$ cat config.mk
export PLATFORM = sky130hd
export DESIGN_NAME = ex_divider_flat
export DESIGN_NICKNAME = d
export VERILOG_FILES = /design/src/rtl/ex_divider_if.sv /design/src/rtl/ex_divider.sv /design/src/flat_wrapper.sv
export SDC_FILE = /design/constraint.sdc
export NUM_CORES = 1
export LEC_CHECK = 0
export CAP_MARGIN = 20
export CORE_MARGIN = 10
export CORE_UTILIZATION = 32
export DETAILED_ROUTE_END_ITERATION = 6
export REMOVE_ABC_BUFFERS = 1
export SYNTH_ARGS = -nofsm -noshare
export SYNTH_HDL_FRONTEND = slang
export SYNTH_SLANG_ARGS = --single-unit
$ cat constraint.sdc
create_clock -name s_clk_i -period 7.2 [get_ports s_clk_i]
set_input_delay 1.44 -clock s_clk_i [delete_from_list [all_inputs] [get_ports s_clk_i]]
set_output_delay 1.44 -clock s_clk_i [all_outputs]
set_load 0.02 [all_outputs]
$ cat src/rtl/ex_divider_if.sv
// Request/response bundle between the OP/EX stage logic and the EX-stage divider.
// The master drives the operands and controls; the slave returns status and result.
`timescale 1ns/1ps
interface ex_divider_if;
    logic        s_start_i;
    logic        s_flush_i;
    logic [1:0]  s_f_i;
    logic [31:0] s_op1_i;
    logic [31:0] s_op2_i;
    logic        s_busy_o;
    logic        s_done_o;
    logic [31:0] s_result_o;

    modport master (
        output s_start_i, s_flush_i, s_f_i, s_op1_i, s_op2_i,
        input  s_busy_o, s_done_o, s_result_o
    );

    modport slave (
        input  s_start_i, s_flush_i, s_f_i, s_op1_i, s_op2_i,
        output s_busy_o, s_done_o, s_result_o
    );
endinterface

$ cat src/rtl/ex_divider.sv
// Iterative restoring divider for RV32M DIV/DIVU/REM/REMU, resolving UNROLL quotient
// bits per cycle. It holds EX busy while iterating and pulses done with the result.
`timescale 1ns/1ps
module ex_divider #(
    parameter int unsigned UNROLL    = 1,
    parameter bit          FAST_PATH = 1'b1
) (
    input  logic      s_clk_i,
    input  logic      s_resetn_i,
    ex_divider_if.slave bus
);
    localparam int unsigned ITER  = 32 / UNROLL;
    localparam int unsigned CNT_W = $clog2(ITER);

    typedef enum logic [1:0] {StIdle, StCalc, StFix, StDone} state_e;

    state_e             state_q, state_d;
    logic [31:0]        rem_q, quo_q, div_q, result_q;
    logic               qsign_q, rsign_q;
    logic [1:0]         f_q;
    logic [CNT_W-1:0]   cnt_q;

    logic               is_signed, div_zero, overflow, special;
    logic [31:0]        op1_abs, op2_abs, fast_res;
    logic [31:0]        rem_nx, quo_nx, q_fix, r_fix, fix_res;
    logic [32:0]        trial;

    assign is_signed = ~bus.s_f_i[0];
    assign div_zero  = (bus.s_op2_i == 32'h0);
    assign overflow  = is_signed && (bus.s_op1_i == 32'h8000_0000)
                       && (bus.s_op2_i == 32'hFFFF_FFFF);
    assign special   = FAST_PATH && (div_zero || overflow);
    assign op1_abs   = (is_signed && bus.s_op1_i[31]) ? -bus.s_op1_i : bus.s_op1_i;
    assign op2_abs   = (is_signed && bus.s_op2_i[31]) ? -bus.s_op2_i : bus.s_op2_i;

    always_comb begin
        if (div_zero) fast_res = bus.s_f_i[1] ? bus.s_op1_i : 32'hFFFF_FFFF;
        else          fast_res = bus.s_f_i[1] ? 32'h0 : 32'h8000_0000;
    end

    // State register
    always_ff @(posedge s_clk_i or negedge s_resetn_i) begin
        if (!s_resetn_i) state_q <= StIdle;
        else             state_q <= state_d;
    end

    // Next-state logic; flush overrides everything
    always_comb begin
        state_d = state_q;
        if (bus.s_flush_i) begin
            state_d = StIdle;
        end else begin
            case (state_q)
                StIdle:  if (bus.s_start_i) state_d = special ? StDone : StCalc;
                StCalc:  if (cnt_q == '0) state_d = StFix;
                StFix:   state_d = StDone;
                StDone:  state_d = StIdle;
                default: state_d = StIdle;
            endcase
        end
    end

    // Outputs
    always_comb begin
        bus.s_busy_o   = (state_q == StCalc) || (state_q == StFix);
        bus.s_done_o   = (state_q == StDone);
        bus.s_result_o = result_q;
    end

    // UNROLL restoring steps; a set trial[32] means the subtraction went negative
    always_comb begin
        rem_nx = rem_q;
        quo_nx = quo_q;
        trial  = '0;
        for (int i = 0; i < int'(UNROLL); i++) begin
            trial = {rem_nx, quo_nx[31]} - {1'b0, div_q};
            if (!trial[32]) rem_nx = trial[31:0];
            else            rem_nx = {rem_nx[30:0], quo_nx[31]};
            quo_nx = {quo_nx[30:0], ~trial[32]};
        end
    end

    always_comb begin
        q_fix   = qsign_q ? -quo_q : quo_q;
        r_fix   = rsign_q ? -rem_q : rem_q;
        fix_res = f_q[1] ? r_fix : q_fix;
    end

    // Datapath; the quotient sign is dropped for divide-by-zero so the all-ones result survives
    always_ff @(posedge s_clk_i or negedge s_resetn_i) begin
        if (!s_resetn_i) begin
            rem_q    <= '0;
            quo_q    <= '0;
            div_q    <= '0;
            result_q <= '0;
            qsign_q  <= 1'b0;
            rsign_q  <= 1'b0;
            f_q      <= '0;
            cnt_q    <= '0;
        end else if (!bus.s_flush_i) begin
            case (state_q)
                StIdle: begin
                    if (bus.s_start_i) begin
                        rem_q   <= '0;
                        quo_q   <= op1_abs;
                        div_q   <= op2_abs;
                        qsign_q <= is_signed && (bus.s_op1_i[31] ^ bus.s_op2_i[31])
                                   && !div_zero;
                        rsign_q <= is_signed && bus.s_op1_i[31];
                        f_q     <= bus.s_f_i;
                        cnt_q   <= CNT_W'(ITER - 1);
                        if (special) result_q <= fast_res;
                    end
                end
                StCalc: begin
                    rem_q <= rem_nx;
                    quo_q <= quo_nx;
                    cnt_q <= cnt_q - CNT_W'(1);
                end
                StFix:   result_q <= fix_res;
                default: ;
            endcase
        end
    end
endmodule

$ cat src/flat_wrapper.sv
// flat-port wrapper written by rule: the top's interface ports become plain ports
module ex_divider_flat 
#(
    parameter int unsigned UNROLL    = 1,
    parameter bit          FAST_PATH = 1'b1
)
  (s_clk_i, s_resetn_i, bus_s_start_i, bus_s_flush_i, bus_s_f_i, bus_s_op1_i, bus_s_op2_i, bus_s_busy_o, bus_s_done_o, bus_s_result_o);
  ex_divider_if bus_i ();
  input  logic s_clk_i;
  input  logic s_resetn_i;
  input wire logic [$bits(bus_i.s_start_i)-1:0] bus_s_start_i;
  input wire logic [$bits(bus_i.s_flush_i)-1:0] bus_s_flush_i;
  input wire logic [$bits(bus_i.s_f_i)-1:0] bus_s_f_i;
  input wire logic [$bits(bus_i.s_op1_i)-1:0] bus_s_op1_i;
  input wire logic [$bits(bus_i.s_op2_i)-1:0] bus_s_op2_i;
  output wire logic [$bits(bus_i.s_busy_o)-1:0] bus_s_busy_o;
  output wire logic [$bits(bus_i.s_done_o)-1:0] bus_s_done_o;
  output wire logic [$bits(bus_i.s_result_o)-1:0] bus_s_result_o;
  assign bus_i.s_start_i = bus_s_start_i;
  assign bus_i.s_flush_i = bus_s_flush_i;
  assign bus_i.s_f_i = bus_s_f_i;
  assign bus_i.s_op1_i = bus_s_op1_i;
  assign bus_i.s_op2_i = bus_s_op2_i;
  assign bus_s_busy_o = bus_i.s_busy_o;
  assign bus_s_done_o = bus_i.s_done_o;
  assign bus_s_result_o = bus_i.s_result_o;
  ex_divider #(.UNROLL(UNROLL), .FAST_PATH(FAST_PATH)) u_core (.s_clk_i(s_clk_i), .s_resetn_i(s_resetn_i), .bus(bus_i));
endmodule
---- Word-level counts from Yosys, hierarchy flattened ----
Index checks and enable logic that the tools add are counted.
W data, S select, Z words.
storage, ports and cells
  flip-flop bits (word level) ............. 139
  bits in latches ......................... 0
  RAM bits ................................ 0
  bits in read-only memories .............. 0
  bits of input ports ..................... 70
  output and inout port bits .............. 34
  word-level logic and storage cells ...... 69
  memories ................................ 0
cells by class
  add/sub/neg operators ................... 6
  multipliers ............................. 0
  div/mod/pow operators ................... 0
  magnitude comparators ................... 0
  eq/ne operators ......................... 9
  shift-type cells ........................ 0
  multiplexer cells ....................... 23
  bitwise logic cells ..................... 4
  reduce and logical (&&, ||, !) cells .... 18
operator list
  kind                    number
  $mux W32                13
  $pmux W32 S2            3
  $neg A32 Y32            4
  $eq A32 B32 Y1 const B  2
  $sub A33 B32 Y33        1
  $logic_not A32 Y1       1
  $pmux W5 S2             1
  $mux W2                 4
  $pmux W2 S4             1
  $logic_and A1 B1 Y1     6
  $reduce_and A3 Y1       2
  $logic_not A5 Y1        1
  $mux W5                 1
  $sub A5 B1 Y5 const B   1
  $eq A2 B2 Y1 const B    2
  $reduce_and A4 Y1       1
  $reduce_bool A2 Y1      2
  $ne A3 B2 Y1 const B    1
  $ne A3 B3 Y1 const B    1
  $not A1 Y1              3
  $eq A2 B1 Y1 const B    1
  $logic_not A2 Y1        1
  $logic_or A1 B1 Y1      2
  $ne A2 B1 Y1 const B    1
  other kinds (4)         4

---- Longest topological paths before layout ----
  depth after elaboration ................. 8
  gate-level depth with buffers ........... 12
  mapped depth without buffers ............ 11

---- Least setup slack after synthesis ----
OpenSTA, ideal clock, no wires.
  path kind ............................... input-to-reg
  start point ............................. in bus_s_op2_i[6]
  end point ............................... reg u_core.result_q[23], in the netlist u_core.bus.s_result_o[23]
  arrival ................................. 3,958 ps
  data required time ...................... 7,108 ps
  setup slack ............................. 3,150 ps
  cell stages on the path ................. 9
  path buffers ............................ 1
  path through ............................ or4_1 -> or2_4 -> or4_4 -> or3b_1 -> or3_4 -> nor2_8 -> buf_8 -> nor2_2 -> o31ai_2
on the way
  word-level cells in the longest chain between the ends .. 5
RTL lines
  element                                                     RTL line                             text
  from (decl)                                                 flat_wrapper.sv:15                   input wire logic [$bits(bus_i.s_op2_i)-1:0] bus_s_op2_i;
  $logic_not A32 Y1 / $eq A32 B32 Y1 (equally long branches)  ex_divider.sv:29, ex_divider.sv:31
  $mux W32 / $logic_and A1 B1 Y1 (equally long branches)      ex_divider.sv:37, ex_divider.sv:31
  $mux W32 / $logic_or A1 B1 Y1 (equally long branches)       ex_divider.sv:112, ex_divider.sv:32
  $mux W32 / $ne A2 B1 Y1 (equally long branches)             -
  $pmux W32 S2 / $reduce_and A4 Y1 (equally long branches)    -
  to (signal assigned)                                        ex_divider.sv:112                    if (special) result_q <= fast_res;
  to (signal assigned)                                        ex_divider.sv:120                    StFix: result_q <= fix_res;
  to (decl)                                                   ex_divider.sv:18                     logic [31:0] rem_q, quo_q, div_q, result_q;
Parallel ways exist; a longest one is shown, timed or not. The select of a mux whose other input is x is not followed.
A chain may end at the register's enable or synchronous reset.

---- Final worst setup path ----
  start point ............................. in bus_s_op1_i[5]
  end point ............................... reg u_core.result_q[22], in the netlist u_core.bus.s_result_o[22]
on the way
  word-level cells in the longest chain between the ends .. 6
RTL lines
  element                      RTL line            text
  from (decl)                  flat_wrapper.sv:14  input wire logic [$bits(bus_i.s_op1_i)-1:0] bus_s_op1_i;
  $eq A32 B32 Y1               ex_divider.sv:30    assign overflow = is_signed && (bus.s_op1_i == 32'h8000_0000)
  $logic_and A1 B1 Y1          ex_divider.sv:30
  $logic_and A1 B1 Y1          ex_divider.sv:31    && (bus.s_op2_i == 32'hFFFF_FFFF);
  $logic_or A1 B1 Y1           ex_divider.sv:32    assign special = FAST_PATH && (div_zero || overflow);
  $ne A2 B1 Y1 (no line)       -
  $reduce_and A4 Y1 (no line)  -
Every way passes these cells.

==> run_results.csv <==
group,metric,value,unit
die,initial_core_util,0.3254,
grt,antenna_found_initial,0,
route,drt_iter0_drc,870,
timing,rsz0062_at_grt,"no",
clock_network,clkTransAtPathRegs,0.07,ns
route,first_pass_iters,7,
clock_network,cts.sinks,138,
grt,grt_pass1_vias,9968,
clock_network,clockRootBuffer,"clkbuf_16",
setup_path,path_cells,"clkdlybuf4s50_1, nor4_1, nand4_1, or4_1, nor4_2, o21ai_1, a21boi_4, buf_4, a22o_1",
grt,overflow,0,
yosys,synth-seq-cells,138,
pwr,totalPowerFinal,5.481,mW
grt,use_met3,0.02196,
timing,fmax,209.5,MHz
yosys,synth_adder_area_share,0.05089,
job,maxCapViolations,0,
setup_path,cpPeakStageDelay,0.74,ns
timing,setup_ws,2.428,ns
place,placed_area,12360,sq um
place,pre_cts_slack,1.971,ns
pwr,power.density,422.2,nW/um^2
yosys,synth_compound_area_frac,0.2328,
grt,grt_first_pass_wirelength,54430,um
timing,period_needed,4.772,ns
grt,use_met2,0.2420,
clock_network,cts_resized,0,
setup_path,cp.arrival,5.09,ns
grt,grt_max_degree,86,
route,post_drt_via_cell_ratio,5.426,
clock_network,insertion_delay,0.43,ns
setup_path,worst-path-buf-inv,2,
clock_network,cts_buffer_depth,2,
cells_and_area,stdcell_count,1916,
die,dieArea,42070,sq um
clock_network,h-tree-depth,4,
yosys,async_flop_share,1.000,
grt,track_usage,0.1597,
place,dp_hpwl,25380,um
setup_path,worstSetupEndpointType,"flip-flop",
route,totalWireLength,33730,um
grt,met1_usage,0.2289,
die,row_count,67,
setup_path,path_max_fanout,52,
yosys,yosysWarnings,0,
setup_path,crit_type,"in2reg",
setup_path,worstPathRequired,7.52,ns
die,io_pins,104,
setup_path,cp_slowest_cell,"or4_1",
timing,fin_tns_setup,0,ns
timing,finalSetupViolCount,0,
cells_and_area,final_cell_area,12980,sq um
yosys,synthFlopType,"dfrtp_1",
timing,slew_headroom,0.2786,
route,routedWlPerCell,17.60,um
clock_network,cts_hold_buf,0,
pwr,ir_drop,0.2504,mV
yosys,synth_seq_area_share,0.3149,
clock_network,post_cts_buffers,0,
die,fp.dieW,205.1,um
yosys,ys_types,71,
yosys,synthMuxAreaShare,0.008215,
place,gp_congestion,0.8977,
place,io_buffer_count,103,
route,drc,0,
cells_and_area,nNetsFinal,1570,
grt,top_usage_layer,"met2",
yosys,synth_edf_count,0,
yosys,syn-cell-area,10970,sq um
cells_and_area,antenna_cells,0,
cells_and_area,area_growth,18.40,%
yosys,synth_top_family_by_area,"compound AO/OA/AOI/OAI gates",
pwr,p_leak,5.303,nW
hold_path,hold_path_class,"reg2reg",
yosys,postSynthCellCount,1401,
route,postRouteAntennaNets,0,
run_status,outcome,"completed",
yosys,syn_avg_cell_area,7.827,sq um
cells_and_area,drive_above_1_share,0.04905,
setup_path,cp-start-kind,"input pin",
timing,fin_crit_sh,0.6628,
setup_path,path_delay_family,"simple AND/OR/NAND/NOR gates",
yosys,synth_xor_xnor_area_share,0.1142,
timing,slew_viol_final,0,
timing,hold_viol,0,
place,placed_cells,1883,
die,core_area,33700,sq um
timing,tightest_slew,1.082,ns
yosys,synthSimpleGateAreaFrac,0.2312,
clock_network,cts_buffers,17,
clock_network,cts_tree,"built",
die,die_h,205.1,um
route,vias,10400,
timing,fin_worst_skew,0.01222,ns
## power by group
group	internal, mW	switching [mW]
clock network	0.545	0.362
registers	1.04	0.370
logic	1.23	1.93
## cell usage after synthesis, drive strengths merged, types with 3 or more instances
| cell type | n | area share |
|---|---|---|
| nand2 | 191 | 0.065 |
| o21ai | 167 | 0.076 |
| dfrtp | 138 | 0.31 |
| a21oi | 89 | 0.041 |
| nor2 | 88 | 0.032 |
| xor2 | 80 | 0.064 |
| clkbuf | 73 | 0.025 |
| nand3 | 64 | 0.029 |
| xnor2 | 63 | 0.050 |
| inv | 53 | 0.018 |
| ha | 43 | 0.049 |
| o31ai | 35 | 0.024 |
| nand2b | 32 | 0.018 |
| or4 | 29 | 0.021 |
| a22oi | 26 | 0.018 |
| nor3 | 22 | 0.010 |
| or3 | 17 | 0.010 |
| o41ai | 15 | 0.012 |
| nand4 | 14 | 0.0080 |
| nor2b | 12 | 0.0068 |
| nor4 | 12 | 0.0074 |
| or2 | 12 | 0.0071 |
| a32oi | 9 | 0.0072 |
| buf | 9 | 0.0047 |
| mux2i | 9 | 0.0082 |
| o211ai | 9 | 0.0062 |
| a31oi | 8 | 0.0046 |
| a211oi | 7 | 0.0048 |
| and2 | 7 | 0.0040 |
| a221o | 6 | 0.0055 |
| and3 | 6 | 0.0034 |
| a21o | 5 | 0.0034 |
| o2111ai | 5 | 0.0040 |
| o221ai | 5 | 0.0040 |
| nand3b | 3 | 0.0021 |
| o21a | 3 | 0.0021 |
| o31a | 3 | 0.0024 |
| or3b | 3 | 0.0024 |
## final timing paths
check,depth (start not counted),to,startpoint,slack (ns)
setup reg to reg,12,u_core.rem_q[28]$_DFFE_PN0P_,u_core.quo_q[31]$_DFFE_PN0P_,3.60
hold / removal,2,u_core.bus.s_result_o[16]$_DFFE_PN0P_,u_core.bus.s_result_o[16]$_DFFE_PN0P_,0.48
min in group asynchronous,1,u_core.bus.s_result_o[22]$_DFFE_PN0P_,s_resetn_i,1.08
hold reg to reg,2,u_core.bus.s_result_o[16]$_DFFE_PN0P_,u_core.bus.s_result_o[16]$_DFFE_PN0P_,0.48
setup / recovery,9,u_core.bus.s_result_o[22]$_DFFE_PN0P_,bus_s_op1_i[5],2.43
max in group asynchronous,2,u_core.div_q[18]$_DFFE_PN0P_,s_resetn_i,4.88
## area by class of cell
cell class / count / area [sq um]
repair buffers: 118 / 1157
clock inverters: 14 / 172.7
flip-flops and latches: 138 / 3453
inverters: 53 / 198.9
multi-input cells: 1128 / 7015
clock buffers: 17 / 425.4
well taps: 448 / 560.5
fillers: 3481 / 20720
## sequential cells by signal, indices dropped and copies added, names as in the netlist, 2 cells and up
signal                 count
u_core.quo_q              32
u_core.div_q              32
u_core.bus.s_result_o     32
u_core.cnt_q               5
u_core.rem_q              32
u_core.state_q             2
## placed cells by master (no fill, tap or decap), types with 6 or more instances in the layout
cell / instances
nand2b_1: 32
nand2_1: 191
a21oi_1: 89
clkdlybuf4s50_1: 102
o211ai_1: 9
xnor2_1: 63
a211oi_1: 7
nor2b_1: 12
mux2i_1: 9
or3_1: 16
and3_1: 6
ha_1: 43
and2_1: 7
nor2_1: 85
o41ai_1: 15
xor2_1: 79
nor4_1: 11
dfrtp_1: 138
a31oi_1: 8
clkbuf_16: 17
buf_4: 14
inv_1: 53
nand3_1: 64
a22oi_1: 26
nor3_1: 22
or2_2: 9
o31ai_1: 34
or4_1: 27
nand4_1: 14
o21ai_0: 166
a221o_1: 6
a32oi_1: 9
## stage by stage
| step | hold WS (ns) | utilization |
|---|---|---|
| floorplan | 0.4498 | - |
| global placement | 0.4623 | 0.3667 |
| detailed placement | 0.4699 | 0.3667 |
| CTS | 0.4842 | 0.3845 |
| global route | 0.4977 | 0.3853 |
| finish | 0.4750 | 0.3853 |
## routing by layer
layer | part of all wire | vias to the layer above | routed length [um]
li1 | - | 5151 | -
met1 | 0.49 | 4893 | 16400
met2 | 0.44 | 323 | 14780
met3 | 0.056 | 30 | 1890
met4 | 0.020 | 0 | 660
met5 | 0 | - | 0
## worst reg2reg max path: stages (launching register included)
cell	delay, ns
dfrtp_1	0.32
inv_1	0.12
ha_1	0.25
fa_1	0.38
nand2b_1	0.21
a211oi_1	0.45
o211ai_1	0.16
o2111ai_1	0.22
a41oi_1	0.31
xnor2_1	0.22
buf_4	0.30
nand2_1	0.32
o21ai_0	0.28
## logic make-up after synthesis
logic type	after synthesis
and+or+nand+nor	518
adders and majority gates	44
buffers and inverters	135
muxes	9
AOI/OAI and AO/OA	414
DFF	138
xor gates and xnor gates	143
Note: power is estimated with default switching activity, not from simulation.
